## config.mk

```make
export PLATFORM = sky130hd
export DESIGN_NAME = alu_issue_ctrl
export DESIGN_NICKNAME = d
export VERILOG_FILES = /design/src/rtl/aardvark_pkg.sv /design/src/rtl/regfile_4x8.sv /design/src/rtl/alu_issue_ctrl.sv
export SDC_FILE = /design/constraint.sdc
export NUM_CORES = 1
export LEC_CHECK = 0
export CAP_MARGIN = 25
export CORE_ASPECT_RATIO = 0.7
export CORE_UTILIZATION = 56
export DETAILED_ROUTE_END_ITERATION = 10
export PLACE_DENSITY = 0.84
export SETUP_SLACK_MARGIN = 0.1
export SLEW_MARGIN = 10
export SYNTH_ARGS = -nofsm -noshare
export SYNTH_HDL_FRONTEND = slang
export SYNTH_SLANG_ARGS = --single-unit
```

## constraint.sdc

```tcl
create_clock -name clk -period 6 [get_ports clk]
set_input_delay 0.9 -clock clk [delete_from_list [all_inputs] [get_ports clk]]
set_output_delay 0.9 -clock clk [all_outputs]
set_load 0.05 [all_outputs]
```

## src/rtl/aardvark_pkg.sv

```systemverilog
// Shared definitions for the ALU issue controller.
//   - opcode encodings presented on instr_op / alu_op
//   - ALU_IDLE: the opcode parked on alu_op between operations
//   - issue FSM state type
//   - is_alu_op(): true for opcodes that go through the ALU
package aardvark_pkg;

  localparam logic [2:0] OP_ADD  = 3'b000;
  localparam logic [2:0] OP_NAND = 3'b001;
  localparam logic [2:0] OP_CMP  = 3'b010;
  localparam logic [2:0] OP_SHL  = 3'b011;
  localparam logic [2:0] OP_SRA  = 3'b100;
  localparam logic [2:0] OP_EQ   = 3'b101;
  localparam logic [2:0] OP_LDI  = 3'b110;
  localparam logic [2:0] OP_RSV  = 3'b111;

  // Shares its encoding with OP_LDI; ldi never reaches the ALU, so the
  // ALU sees this code only while no operation is in flight.
  localparam logic [2:0] ALU_IDLE = 3'b110;

  typedef enum logic [1:0] {
    ST_IDLE  = 2'd0,
    ST_SETUP = 2'd1,
    ST_EXEC  = 2'd2,
    ST_WB    = 2'd3
  } state_t;

  function automatic logic is_alu_op(input logic [2:0] op);
    return (op <= OP_EQ);
  endfunction

endpackage

```

## src/rtl/regfile_4x8.sv

```systemverilog
// Small register file for the issue controller.
//   clk, rst         : clock, synchronous active-high reset (clears all entries)
//   we/waddr/wdata   : synchronous write port
//   raddr_a/rdata_a  : combinational read port A
//   raddr_b/rdata_b  : combinational read port B
module regfile_4x8 #(
  parameter int NREG = 4,
  parameter int DW   = 8,
  localparam int AW  = $clog2(NREG)
) (
  input  logic          clk,
  input  logic          rst,
  input  logic          we,
  input  logic [AW-1:0] waddr,
  input  logic [DW-1:0] wdata,
  input  logic [AW-1:0] raddr_a,
  output logic [DW-1:0] rdata_a,
  input  logic [AW-1:0] raddr_b,
  output logic [DW-1:0] rdata_b
);

  logic [DW-1:0] mem_reg [NREG];

  always_ff @(posedge clk) begin
    if (rst) begin
      for (int i = 0; i < NREG; i++) begin
        mem_reg[i] <= '0;
      end
    end else if (we) begin
      mem_reg[waddr] <= wdata;
    end
  end

  assign rdata_a = mem_reg[raddr_a];
  assign rdata_b = mem_reg[raddr_b];

endmodule

```

## src/rtl/alu_issue_ctrl.sv

```systemverilog
// Issue controller in front of the 8-bit alu block.
//   instr_*            : one decoded instruction, valid/ready handshake
//   alu_op/alu_a/alu_b : opcode and operands driven to the ALU
//   alu_result/zero    : ALU outputs, captured at the end of EXEC
//   wb_valid/addr/data : one-cycle writeback strobe (also writes the regfile)
//   br_taken/br_target : one-cycle branch pulse for a taken eq
//   err                : one-cycle pulse for the reserved opcode
// ALU ops take 4 cycles (IDLE, SETUP, EXEC, WB); ldi/reserved take 2.
module alu_issue_ctrl
  import aardvark_pkg::*;
#(
  parameter int NREG = 4,
  parameter int DW   = 8,
  localparam int AW  = $clog2(NREG)
) (
  input  logic          clk,
  input  logic          rst,
  input  logic          instr_valid,
  output logic          instr_ready,
  input  logic [2:0]    instr_op,
  input  logic [AW-1:0] instr_rd,
  input  logic [AW-1:0] instr_rs,
  input  logic [AW-1:0] instr_rt,
  input  logic [DW-1:0] instr_imm,
  output logic [2:0]    alu_op,
  output logic [DW-1:0] alu_a,
  output logic [DW-1:0] alu_b,
  input  logic [DW-1:0] alu_result,
  input  logic          alu_zero,
  output logic          wb_valid,
  output logic [AW-1:0] wb_addr,
  output logic [DW-1:0] wb_data,
  output logic          br_taken,
  output logic [DW-1:0] br_target,
  output logic          err
);

  state_t        state_reg;
  logic [2:0]    op_reg;
  logic [AW-1:0] rd_reg;
  logic [DW-1:0] imm_reg;
  logic [DW-1:0] rs_data;
  logic [DW-1:0] rt_data;

  // The writeback strobe doubles as the regfile write enable, so the write
  // lands at the end of the WB cycle and is visible to the next accept.
  regfile_4x8 #(.NREG(NREG), .DW(DW)) u_rf (
    .clk     (clk),
    .rst     (rst),
    .we      (wb_valid),
    .waddr   (wb_addr),
    .wdata   (wb_data),
    .raddr_a (instr_rs),
    .rdata_a (rs_data),
    .raddr_b (instr_rt),
    .rdata_b (rt_data)
  );

  always_ff @(posedge clk) begin
    if (rst) begin
      state_reg   <= ST_IDLE;
      instr_ready <= 1'b1;
      alu_op      <= ALU_IDLE;
      alu_a       <= '0;
      alu_b       <= '0;
      wb_valid    <= 1'b0;
      wb_addr     <= '0;
      wb_data     <= '0;
      br_taken    <= 1'b0;
      br_target   <= '0;
      err         <= 1'b0;
      op_reg      <= OP_ADD;
      rd_reg      <= '0;
      imm_reg     <= '0;
    end else begin
      // Pulses are raised on entry to WB only and drop by default.
      wb_valid <= 1'b0;
      br_taken <= 1'b0;
      err      <= 1'b0;
      case (state_reg)
        ST_IDLE: begin
          if (instr_valid) begin
            op_reg      <= instr_op;
            rd_reg      <= instr_rd;
            imm_reg     <= instr_imm;
            instr_ready <= 1'b0;
            if (is_alu_op(instr_op)) begin
              alu_a     <= rs_data;
              alu_b     <= rt_data;
              state_reg <= ST_SETUP;
            end else begin
              // ldi and reserved bypass the ALU and pulse straight away.
              state_reg <= ST_WB;
              if (instr_op == OP_LDI) begin
                wb_valid <= 1'b1;
                wb_addr  <= instr_rd;
                wb_data  <= instr_imm;
              end else begin
                err <= 1'b1;
              end
            end
          end
        end
        ST_SETUP: begin
          // Operands have been stable for this whole cycle; release the op.
          alu_op    <= op_reg;
          state_reg <= ST_EXEC;
        end
        ST_EXEC: begin
          alu_op    <= ALU_IDLE;
          state_reg <= ST_WB;
          if (op_reg == OP_EQ) begin
            br_taken <= alu_zero;
            if (alu_zero) begin
              br_target <= imm_reg;
            end
          end else begin
            wb_valid <= 1'b1;
            wb_addr  <= rd_reg;
            wb_data  <= alu_result;
          end
        end
        default: begin
          state_reg   <= ST_IDLE;
          instr_ready <= 1'b1;
        end
      endcase
    end
  end

endmodule

```

==> flow_metrics.py <==
metrics = {
    "logic_synthesis": {
        "synth_edf_count": 32,
        "postSynthCellCount": 331,
        "synth_area_mm2": 0.00386,
        "yosysWarnings": 0,
        "syn_area_per_cell_um2": 11.7,
        "synth_cell_type_count": 35,
        "syn_nets": 363,
        "synthArstFlopShare_pct": 0,
        "synth_seq_area_share_pct": 53.9,
        "ys_ff_latch": 88,
        "ys.flop_type": "dfxtp_1",
    },
    "worst_setup_path": {
        "critical_path_class": "reg -> reg",
        "critical_path.top_delay_family": "adder cells",
        "cp_slowest_cell": "ha_1",
        "critPathRequiredTime_ns": 6.23,
        "critPathMaxStageDelay_ns": 0.73,
        "cp-start-kind": "register",
        "path_buf_inv": 1,
        "path_cells": "inv_1 > ha_1 > and4b_1 > a2111o_1 > mux2_4",
        "worstSetupEndpointType": "register",
        "cp_max_fo": 18,
        "arrival_ns": 2.97,
    },
    "global_route": {
        "grt_antenna_before_repair": 0,
        "grt_use_total_pct": 23.7,
        "overflow": 0,
        "grt_max_degree": 59,
        "grt_pass1_wl_um": 12800,
        "grt_pass1_vias": 2561,
    },
    "sta": {
        "fmax_mhz": 366,
        "hold_violations": 0,
        "setup_viol": 0,
        "fin_hold_ws_ns": 0.465,
        "tightestPinTransition_ns": 0.871,
        "fin_setup_tns_ns": 0,
        "finalCriticalPeriod_ns": 2.74,
        "drv_slew": 0,
        "rsz0062_at_grt": "no",
        "fin_crit_sh_pct": 45.6,
        "max_slew_margin_pct": 41.9,
        "skew_ns": 0.0106,
    },
    "cells_and_area": {
        "multiInputGateArea_mm2": 0.00166,
        "fill_cells": 431,
        "final_nets": 424,
        "seq_area_mm2": 0.00208,
        "final_cell_area_mm2": 0.00476,
        "synthToLayoutAreaGrowth_pct": 23.0,
        "largest_reg_flops": 32,
        "antennaDiodeCount": 0,
        "layout-drive-gt1-share_pct": 13.1,
    },
    "floorplanning": {
        "initial_core_util_pct": 59.9,
        "coreArea_mm2": 0.00646,
        "fp.dieArea_mm2": 0.00724,
        "io_pins": 70,
        "rows": 24,
        "die_w_um": 101,
        "dieHeight_um": 71.5,
    },
    "placement": {
        "hpwlAfterDp_um": 5940,
        "io_buffers": 69,
        "gp_congestion": 0.789,
        "placed_cell_area_mm2": 0.00456,
    },
    "clocking": {
        "clk_latency_ns": 0.34,
        "cts_setup_buffers": 0,
        "tritoncts": "built",
        "clkTransAtPathRegs_ns": 0.08,
        "cts_hold_buf": 0,
        "cts_root_buf": "clkbuf_8",
        "cts_max_path_buffers": 2,
        "htree_levels": 3,
        "cts.sinks": 88,
        "ctsResizeCount": 0,
        "cts_buffers": 9,
    },
    "detailed_routing": {
        "dr.pass1.iters": 5,
        "wire_per_inst_um": 16.5,
        "totalWireLength_um": 8030,
        "antenna_left": 0,
        "via_count": 2760,
        "first_iter_violations": 173,
        "drc": 0,
        "via_per_inst": 5.66,
    },
    "power_and_ir_drop": {
        "p_per_area_mw_per_mm2": 332,
        "ir_drop_v": 0.000182,
        "p_leak_nw": 1.75,
    },
    "run": {
        "maxCapViolCount": 0,
    },
    "min_path": {
        "holdCritPathClass": "reg -> reg",
    },
    "status": {
        "status": "finished, final reports clean",
    },
}
## layout by cell type, fill, tap and decap left out, types with 6 or more instances in the layout
master / n
clkdlybuf4s50_1: 68
dfxtp_1: 56
and2_1: 32
nand2_1: 32
edfxtp_1: 32
a21oi_1: 28
nor2_1: 17
mux4_2: 16
a22o_1: 16
nor2b_1: 12
clkbuf_8: 12
mux2i_1: 10
mux2_4: 10
o21ai_0: 9
nand3_1: 8
or2_2: 6
## power breakdown
| part | switching, mW | internal [mW] |
|---|---|---|
| Clock | 0.192 | 0.183 |
| Combinational | 0.277 | 0.193 |
| Sequential | 0.0557 | 0.680 |
| Total | 0.525 | 1.06 |
## layer usage
| layer | wire, um | GRT usage (%) | part of all wire, % | vias to the layer above |
|---|---|---|---|---|
| met2 | 3750 | 36.9 | 47 | 107 |
| met4 | 31 | 6.92 | 0.39 | 0 |
| met1 | 3750 | 33.3 | 47 | 1338 |
| met3 | 494 | 5.66 | 6.2 | 4 |
| met5 | 0 | 0 | 0 | - |
| li1 | - | - | - | 1311 |
## tightest hold or removal path, delay by kind of cell, from the launching register on
kind	cells	cell delay (ns)
AO/OA/AOI/OAI	1	0.05
AND/OR/NAND/NOR	1	0.05
flip-flops	1	0.31
## worst paths after layout
check                                  start    endpoint  slack, ns  cells after the start
worst min-delay path              imm_reg[3]  imm_reg[3]       0.47                      2
worst min register to register    imm_reg[3]  imm_reg[3]       0.47                      2
worst max register to register  state_reg[0]  wb_data[5]       3.26                      5
worst max-delay path            state_reg[0]  wb_data[5]       3.26                      5
## cells by family after synthesis
group / share of synthesized area, %
and+or+nand+nor: 16.8
DFF: 53.9
AOI/OAI and AO/OA: 9.52
muxes: 15.8
buffers and inverters: 3.08
adders and majority gates: 0.971
## cells in the mapped netlist (2+ instances only)
cell,count,area (um^2)
nor2b_1,12,75.1
and2_1,32,200
mux4_2,16,360
buf_1,3,11.3
nand2b_1,3,18.8
nand3_1,8,40.0
edfxtp_1,32,961
or2_2,6,37.5
nor3b_1,2,15.0
clkbuf_1,10,37.5
ha_1,3,37.5
inv_1,3,11.3
mux2i_1,10,100
nor3_1,2,10.0
buf_6,3,33.8
nand3b_1,2,15.0
dfxtp_1,56,1120
a22o_1,16,140
nand2_1,32,120
a21oi_1,28,140
mux2_4,10,150
nor2_1,17,63.8
buf_2,5,25.0
o21ai_0,9,45.0
## cell type report
class,instances,share of cell area [%]
timing repair buffer,71,14.7
multi-input combinational,219,35.0
clock buffer,13,3.55
clock inverter,3,0.316
tap,91,2.39
sequential,88,43.8
inverter,3,0.237
## per-stage QoR
stage	worst slack, ns	cells	total power [mW]	utilization, %
after floorplan	3.91	331	1.08	-
after global placement	2.99	471	1.20	70.7
after detailed placement	2.89	471	1.21	70.7
after CTS	3.23	487	1.58	73.5
after global routing	3.13	488	1.65	73.7
final	3.26	488	1.58	73.7
Power figures use the tool's default switching activity.
